### src/rtl/cpu_step_controller_if.sv
// Signal bundle between the step controller and the debug board / core.
// The controller uses the slave view; the board side (or a bench) uses master.
interface cpu_step_controller_if;
  logic        step_btn;
  logic        run_sw;
  logic        bp_en;
  logic [31:0] bp_addr;
  logic [31:0] pc_current;
  logic [31:0] instruction;
  logic        cpu_step;
  logic [1:0]  state;
  logic [1:0]  stop_cause;
  logic        halted;
  logic [31:0] step_count;

  modport master (
    output step_btn, run_sw, bp_en, bp_addr, pc_current, instruction,
    input  cpu_step, state, stop_cause, halted, step_count
  );

  modport slave (
    input  step_btn, run_sw, bp_en, bp_addr, pc_current, instruction,
    output cpu_step, state, stop_cause, halted, step_count
  );
endinterface

### src/rtl/cpu_step_controller.sv
// Execution sequencer for the single-cycle core: debounced single-step,
// divided free-run, and auto-stop on PC breakpoint or EBREAK.
module cpu_step_controller #(
  parameter int DEBOUNCE_CYCLES = 500000,
  parameter int CLK_DIV         = 25000000
) (
  input  logic                  clk,
  input  logic                  reset,
  cpu_step_controller_if.slave  bus
);

  localparam logic [31:0]      EBREAK_INSN = 32'h00100073;
  localparam int               DB_W        = (DEBOUNCE_CYCLES > 1) ? $clog2(DEBOUNCE_CYCLES) : 1;
  localparam int               DIV_W       = $clog2(CLK_DIV);
  localparam logic [DB_W-1:0]  DB_LAST     = DB_W'(DEBOUNCE_CYCLES - 1);
  localparam logic [DIV_W-1:0] DIV_LAST    = DIV_W'(CLK_DIV - 1);

  typedef enum logic [1:0] {
    ST_PAUSED  = 2'b00,
    ST_RUN     = 2'b01,
    ST_STOPPED = 2'b10
  } state_t;

  typedef enum logic [1:0] {
    CAUSE_NONE   = 2'b00,
    CAUSE_BP     = 2'b01,
    CAUSE_EBREAK = 2'b10
  } cause_t;

  // Two-flop synchronizers: bit 0 = step button, bit 1 = run switch
  logic [1:0] async_in;
  logic [1:0] meta_reg;
  logic [1:0] sync_reg;
  logic       btn_s;
  logic       run_s;

  assign async_in = {bus.run_sw, bus.step_btn};
  assign btn_s    = sync_reg[0];
  assign run_s    = sync_reg[1];

  always_ff @(posedge clk) begin
    if (reset) begin
      meta_reg <= '0;
      sync_reg <= '0;
    end else begin
      meta_reg <= async_in;
      sync_reg <= meta_reg;
    end
  end

  // Debounce: accept a new button level only after it has differed from the
  // accepted level for DEBOUNCE_CYCLES consecutive cycles.
  logic [DB_W-1:0] db_cnt_reg;
  logic [DB_W-1:0] db_cnt_next;
  logic            btn_db_reg;
  logic            btn_db_next;
  logic            btn_db_prev_reg;
  logic            step_req;

  always_comb begin
    db_cnt_next = '0;
    btn_db_next = btn_db_reg;
    if (btn_s != btn_db_reg) begin
      if (db_cnt_reg == DB_LAST) begin
        btn_db_next = ~btn_db_reg;
      end else begin
        db_cnt_next = db_cnt_reg + 1'b1;
      end
    end
  end

  always_ff @(posedge clk) begin
    if (reset) begin
      db_cnt_reg      <= '0;
      btn_db_reg      <= 1'b0;
      btn_db_prev_reg <= 1'b0;
    end else begin
      db_cnt_reg      <= db_cnt_next;
      btn_db_reg      <= btn_db_next;
      btn_db_prev_reg <= btn_db_reg;
    end
  end

  assign step_req = btn_db_reg & ~btn_db_prev_reg;

  // Sequencer state
  state_t           state_reg;
  state_t           state_next;
  cause_t           cause_reg;
  cause_t           cause_next;
  logic [DIV_W-1:0] div_cnt_reg;
  logic [DIV_W-1:0] div_cnt_next;
  logic             first_tick_reg;
  logic             first_tick_next;
  logic             cpu_step_reg;
  logic             cpu_step_next;
  logic [31:0]      step_count_reg;
  logic [31:0]      step_count_next;
  logic             halted;
  logic             tick;
  logic             bp_hit;

  assign halted = (bus.instruction == EBREAK_INSN);
  assign tick   = (div_cnt_reg == DIV_LAST);
  assign bp_hit = bus.bp_en && (bus.pc_current == bus.bp_addr);

  always_comb begin
    state_next      = state_reg;
    cause_next      = cause_reg;
    div_cnt_next    = div_cnt_reg;
    first_tick_next = first_tick_reg;
    cpu_step_next   = 1'b0;

    case (state_reg)
      ST_PAUSED: begin
        if (run_s) begin
          state_next      = ST_RUN;
          div_cnt_next    = '0;
          first_tick_next = 1'b1;
        end else if (step_req && !halted) begin
          cpu_step_next = 1'b1;
        end
      end

      ST_RUN: begin
        if (!run_s) begin
          // Leaving RUN wins over a coincident tick: no pulse.
          state_next = ST_PAUSED;
        end else begin
          div_cnt_next = tick ? '0 : div_cnt_reg + 1'b1;
          if (tick) begin
            // Clearing first_tick lets a resume step past the breakpoint PC.
            first_tick_next = 1'b0;
            if (halted) begin
              state_next = ST_STOPPED;
              cause_next = CAUSE_EBREAK;
            end else if (bp_hit && !first_tick_reg) begin
              state_next = ST_STOPPED;
              cause_next = CAUSE_BP;
            end else begin
              cpu_step_next = 1'b1;
            end
          end
        end
      end

      ST_STOPPED: begin
        if (!run_s) begin
          state_next = ST_PAUSED;
          cause_next = CAUSE_NONE;
        end
      end

      default: begin
        state_next = ST_PAUSED;
        cause_next = CAUSE_NONE;
      end
    endcase
  end

  assign step_count_next = step_count_reg + {31'd0, cpu_step_reg};

  always_ff @(posedge clk) begin
    if (reset) begin
      state_reg      <= ST_PAUSED;
      cause_reg      <= CAUSE_NONE;
      div_cnt_reg    <= '0;
      first_tick_reg <= 1'b0;
      cpu_step_reg   <= 1'b0;
      step_count_reg <= '0;
    end else begin
      state_reg      <= state_next;
      cause_reg      <= cause_next;
      div_cnt_reg    <= div_cnt_next;
      first_tick_reg <= first_tick_next;
      cpu_step_reg   <= cpu_step_next;
      step_count_reg <= step_count_next;
    end
  end

  assign bus.cpu_step   = cpu_step_reg;
  assign bus.state      = state_reg;
  assign bus.stop_cause = cause_reg;
  assign bus.halted     = halted;
  assign bus.step_count = step_count_reg;

endmodule
### src/flat_wrapper.sv
// flat-port wrapper written by rule: the top's interface ports become plain ports
module cpu_step_controller_flat 
#(
  parameter int DEBOUNCE_CYCLES = 500000,
  parameter int CLK_DIV         = 25000000
)
  (clk, reset, bus_step_btn, bus_run_sw, bus_bp_en, bus_bp_addr, bus_pc_current, bus_instruction, bus_cpu_step, bus_state, bus_stop_cause, bus_halted, bus_step_count);
  cpu_step_controller_if bus_i ();
  input  logic clk;
  input  logic reset;
  input wire logic [$bits(bus_i.step_btn)-1:0] bus_step_btn;
  input wire logic [$bits(bus_i.run_sw)-1:0] bus_run_sw;
  input wire logic [$bits(bus_i.bp_en)-1:0] bus_bp_en;
  input wire logic [$bits(bus_i.bp_addr)-1:0] bus_bp_addr;
  input wire logic [$bits(bus_i.pc_current)-1:0] bus_pc_current;
  input wire logic [$bits(bus_i.instruction)-1:0] bus_instruction;
  output wire logic [$bits(bus_i.cpu_step)-1:0] bus_cpu_step;
  output wire logic [$bits(bus_i.state)-1:0] bus_state;
  output wire logic [$bits(bus_i.stop_cause)-1:0] bus_stop_cause;
  output wire logic [$bits(bus_i.halted)-1:0] bus_halted;
  output wire logic [$bits(bus_i.step_count)-1:0] bus_step_count;
  assign bus_i.step_btn = bus_step_btn;
  assign bus_i.run_sw = bus_run_sw;
  assign bus_i.bp_en = bus_bp_en;
  assign bus_i.bp_addr = bus_bp_addr;
  assign bus_i.pc_current = bus_pc_current;
  assign bus_i.instruction = bus_instruction;
  assign bus_cpu_step = bus_i.cpu_step;
  assign bus_state = bus_i.state;
  assign bus_stop_cause = bus_i.stop_cause;
  assign bus_halted = bus_i.halted;
  assign bus_step_count = bus_i.step_count;
  cpu_step_controller #(.DEBOUNCE_CYCLES(DEBOUNCE_CYCLES), .CLK_DIV(CLK_DIV)) u_core (.clk(clk), .reset(reset), .bus(bus_i));
endmodule
### config.mk
export PLATFORM = sky130hd
export DESIGN_NAME = cpu_step_controller_flat
export DESIGN_NICKNAME = d
export VERILOG_FILES = /design/src/rtl/cpu_step_controller_if.sv /design/src/rtl/cpu_step_controller.sv /design/src/flat_wrapper.sv
export SDC_FILE = /design/constraint.sdc
export NUM_CORES = 1
export LEC_CHECK = 0
export CORE_MARGIN = 2
export CORE_UTILIZATION = 40
export CTS_BUF_LIST = sky130_fd_sc_hd__clkbuf_4
export DETAILED_ROUTE_END_ITERATION = 8
export GPL_ROUTABILITY_DRIVEN = 0
export GPL_TIMING_DRIVEN = 0
export PLACE_DENSITY = 0.73
export SLEW_MARGIN = 10
export SYNTH_ARGS = -nofsm -noshare
export SYNTH_HDL_FRONTEND = slang
export SYNTH_SLANG_ARGS = --single-unit
### constraint.sdc
create_clock -name clk -period 1.9 [get_ports clk]
set_clock_uncertainty 0.05 [all_clocks]
set_input_delay 0.19 -clock clk [delete_from_list [all_inputs] [get_ports clk]]
set_output_delay 0.19 -clock clk [all_outputs]
set_load 0.05 [all_outputs]
[After elaboration in Yosys (flattened, before gate mapping)]
Cells that the tools add are included.
Operators by class
  add/subtract/negate cells: 3
  equal/unequal tests: 14
  muxes and demuxes: 27
  bitwise logic cells: 5
  reduce and logical (&&, ||, !) cells: 13
Operators with widths (number)
  $mux W25: 3
  $pmux W25 S2: 1
  $add A32 B1 Y32: 1
  $eq A32 B21 Y1 const B: 1
  $eq A32 B32 Y1: 1
  $add A25 B1 Y25 const B: 1
  $eq A25 B25 Y1 const B: 1
  $mux W2: 10
  $add A19 B1 Y19 const B: 1
  $eq A19 B19 Y1 const B: 1
  $pmux W2 S3: 2
  $mux W1: 9
  $reduce_and A4 Y1: 2
  $ne A2 B1 Y1 const B: 3
  $reduce_and A5 Y1: 1
  $ne A4 B4 Y1 const B: 1
  $not A1 Y1: 4
  $pmux W1 S2: 2
  $logic_and A1 B1 Y1: 3
  $ne A3 B1 Y1 const B: 1
  $ne A3 B3 Y1 const B: 1
  $reduce_and A3 Y1: 1
  $reduce_or A3 Y1: 1
  $eq A2 B1 Y1 const B: 1
  8 further kinds: 9
Storage, ports and cells
  bits in registers: 88
  logic and storage cells: 73

[Logic depth before layout (Yosys ltp)]
  depth after elaboration: 8
  mapped depth: 8
  depth with buffers taken out: 7

[Least setup slack after synthesis]
Ideal clock, no wire load.
  kind: input to register
  start point: in bus_instruction[17]
  end point: reg u_core.cause_reg[1], in the netlist u_core.bus.stop_cause[1]
  arrival: 2.426 ns
  path slack: -0.700 ns
  stages: 6
  buffers on the path: 0
  cell sequence: nor4b_1 nand4_1 nor3_1 inv_1 a211oi_1 o21ai_0
Between the ends
  cells in the longest elaborated chain, start to end: 5
  elaborated cells on any way between the ends: 7
  those cells by class: eq/ne: 2; mux: 4; reduce/logical: 1
RTL lines
  start: declaration: line flat_wrapper.sv:16  | input wire logic [$bits(bus_i.instruction)-1:0] bus_instruction;
  $eq A32 B21 Y1 *: line cpu_step_controller.sv:103  | assign halted = (bus.instruction == EBREAK_INSN);
  via bus_halted: line flat_wrapper.sv:20  | output wire logic [$bits(bus_i.halted)-1:0] bus_halted;
  $mux W2: line cpu_step_controller.sv:134  | if (halted) begin
  $mux W2: line cpu_step_controller.sv:131  | if (tick) begin
  $mux W2: line cpu_step_controller.sv:126  | if (!run_s) begin
  $pmux W2 S3: line cpu_step_controller.sv:114  | case (state_reg)
  end signal: assignment: line cpu_step_controller.sv:173  | cause_reg <= cause_next;
  end: declaration: line cpu_step_controller.sv:89  | cause_t cause_reg;
Mark *: on every way through the listed nets, which the timed path passes. The rest lies on a longest branch. The select of a mux whose other input is x is not followed.
A chain may end at the register's enable or synchronous reset.

[Worst setup path in the final report]
  start point: reg u_core.div_cnt_reg[9]
  end point: reg u_core.cause_reg[0], in the netlist u_core.bus.stop_cause[0]
Between the ends
  cells in the longest elaborated chain, start to end: 3
RTL lines
  start: declaration: line cpu_step_controller.sv:91  | logic [DIV_W-1:0] div_cnt_reg;
  start signal: assignment: line cpu_step_controller.sv:174  | div_cnt_reg <= div_cnt_next;
  $eq A25 B25 Y1: line cpu_step_controller.sv:104  | assign tick = (div_cnt_reg == DIV_LAST);
  $ne A2 B1 Y1 (no source line)
  $reduce_and A5 Y1 (no source line)
Every way passes these cells.

==> impl_metrics.tcl <==
set metrics [dict create \
    synthCells 499 \
    synthAdderAreaFrac 0.0115 \
    synth_edf_count 0 \
    largest_register_ffs 32 \
    internal_power_mw 2.55 \
    critPathMaxFanout 3 \
    synth-warning-count 0 \
    clk_pin_slew_ns 0.13 \
    drv_slew 0 \
    drt_wl_total_mm 10.8 \
    synth.area.top_cells "dfxtp_1, xnor2_1, xor2_1, nor2_1, nand3_1" \
    combPwrFrac 0.117 \
    coreArea_um2 10700 \
    synthMuxAreaShare 0.00230 \
    yosys_most_used_dff "dfxtp_1" \
    cts-root-buf "clkbuf_4" \
    hpwl_mm 7.90 \
    cp.arrival_ns 2.30 \
    grt_pass1_vias 3963 \
    crit_type "flop to flop" \
    portBuffers 137 \
    antenna_found_initial 1 \
    max-cap-violations 0 \
    synth_top_area_cell "dfxtp_1" \
    grt_max_degree 14 \
    power_density_nw_per_um2 495 \
    clk_path_buf_depth 2 \
    placementRows 38 \
    synth_compound_area_frac 0.0501 \
    setup_ws_ns -0.0691 \
    ys_ff_latch 88 \
    cts_tree "yes" \
    p_leak_nw 2.67 \
    seq_power_share 0.563 \
    vias 4144 \
    synth.avg_cell_area_um2 8.71 \
    drive_above_1_share 0.201 \
    worstMarginPinSlew_ns 0.607 \
    switching_share 0.221 \
    violations "setup timing" \
    io_pins 139 \
    drc 0 \
    ys_types 48 \
    setup_viol 7 \
    viasPerCell 5.09 \
    synth_top_area_share 0.405 \
    clock_latency_ns 0.43 \
    synthSimpleGateAreaFrac 0.318 \
    drt_iter0_markers 192 \
    max-vdd-ir-drop_uv 268 \
    die_y_um 108 \
    grt.total_usage 0.186 \
    place_ws_ns -0.676 \
    fin_crit_ns 1.97 \
    drtPass1Iterations 4 \
    die_area_um2 11700 \
    finalHoldViolations 0 \
    instances_no_fill 814 \
    cts_inserted_buffers 9 \
    placedCellCount 776 \
    crit_required_ns 2.23 \
    min_period_over_period 1.04 \
    cp-start-kind "flop" \
    seq_area_frac_synth 0.405 \
    start_util 0.406 \
    area_delta_synth_final_pct 52.2 \
    hold_path_class "input port to flop" \
    fp.dieW_um 108 \
    wl_per_cell_um 13.2 \
    grt_first_pass_wirelength_mm 17.6 \
    clock-sinks 88 \
    synth_xor_area_frac 0.191 \
    netlist_area_um2 4350 \
    synth_nets 604 \
    critPathCaptureType "flop" \
    rsz0062_at_grt "yes" \
    async_flop_share 0 \
    synth_top_family_by_area "simple AND/OR/NAND/NOR gates" \
    slew_headroom 0.596 \
    clock_power_share 0.320 \
    netSwitchingPower_uw 722 \
    overflow 0 \
    timing.fmax_mhz 508 \
    antenna_left 0 \
    final_nets 774 \
    htree_levels 3 \
    hold_buffers 0 \
    status "complete, but fails checks" \
]
-- path summary, 6_finish.rpt --
path / from / slack, ns / endpoint / cells after the start
worst max-delay path: u_core.div_cnt_reg[9]$_SDFFE_PP0P_ / -0.07 / u_core.bus.stop_cause[0]$_SDFFE_PP0P_ / 6
worst min-delay path: bus_step_btn / 0.27 / u_core.meta_reg[0]$_SDFF_PP0_ / 2
worst max register to register: u_core.div_cnt_reg[9]$_SDFFE_PP0P_ / -0.07 / u_core.bus.stop_cause[0]$_SDFFE_PP0P_ / 6
worst min register to register: u_core.db_cnt_reg[0]$_SDFF_PP0_ / 0.38 / u_core.db_cnt_reg[0]$_SDFF_PP0_ / 1
-- kinds of logic after synthesis --
logic type | Yosys count
xor+xnor | 95
fa+ha+maj | 4
simple gates | 257
buf+inv | 22
compound gates | 32
flops | 88
mux | 1
-- power by group through the flow --
stage,clock network (mW),registers (mW),logic [mW]
after detailed placement,0,1.89,0.362
after floorplan,0,1.89,0.118
after global placement,0,1.89,0.354
after global routing,1.16,1.85,0.412
final,1.05,1.84,0.383
after CTS,1.07,1.85,0.382
-- layout by cell type, fill, tap and decap left out, types with 7 or more instances in the layout --
cell type,Yosys,final
dlymetal6s2s_1,0,18
nand2_1,37,36
dfxtp_1,88,50
nor2_2,0,9
clkbuf_4,0,14
xor2_1,42,42
clkdlybuf4s50_1,0,103
buf_6,0,7
a21oi_1,13,7
nand4_1,25,25
xnor2_1,53,53
buf_4,2,18
dlygate4sd2_1,0,15
and3_1,8,7
nand3_1,32,30
nor2_1,82,71
and4_1,11,8
dfxtp_2,0,27
inv_1,10,10
dfxtp_4,0,11
nor2b_1,10,10
-- through the flow --
step | utilization | hold slack [ns] | TNS [ns] | area, µm² | power, mW
floorplan | - | 0.268 | -0.0441 | 4450 | 2.01
global placement | 0.560 | 0.368 | -9.29 | 5990 | 2.24
detailed placement | 0.560 | 0.376 | -10.26 | 5990 | 2.25
CTS | 0.590 | 0.242 | -0.546 | 6310 | 3.30
global route | 0.618 | 0.243 | -1.98 | 6620 | 3.41
finish | 0.618 | 0.265 | -0.301 | 6620 | 3.27
-- per-layer routing --
metal	global-route usage	routed length [µm]
met5	0	0
met4	0.0714	167
met3	0.0398	646
met2	0.324	5370
met1	0.225	4600
-- cells in the mapped netlist, drive strengths merged, types with 3 or more instances --
| library cell | n |
|---|---|
| a21oi | 13 |
| a31oi | 5 |
| and3 | 8 |
| and4 | 12 |
| buf | 5 |
| clkbuf | 7 |
| dfxtp | 88 |
| ha | 4 |
| inv | 10 |
| nand2 | 37 |
| nand2b | 3 |
| nand3 | 32 |
| nand4 | 27 |
| nor2 | 82 |
| nor2b | 10 |
| nor3 | 14 |
| nor4 | 10 |
| nor4b | 6 |
| o21ai | 5 |
| or3 | 5 |
| xnor2 | 53 |
| xor2 | 42 |
-- final cells by class --
cell class	instances	area (µm²)
Fill cell	899	4080
Multi-Input combinational cell	389	2770
Sequential cell	88	1840
Timing Repair Buffer	160	1600
Tap cell	140	175
Clock buffer	13	97.6
Buffer	11	61.3
Inverter	10	37.5
Clock inverter	2	35.0
Antenna cell	1	2.50
-- critical path, cell delays in order (launching register included) --
cell     delay (ns)
dfxtp_4        0.38
nor4b_4        0.30
nand4_4        0.15
or4b_4         0.59
buf_4          0.17
nor3_2         0.14
o211a_1        0.15
-- repair_timing --
item,in CTS,in global routing
pin swaps,29,21
setup buffers,9,13
resized for setup,58,61
endpoints found under the setup margin,73,74
cloned,1,0
Note: power is estimated with default switching activity, not from simulation.
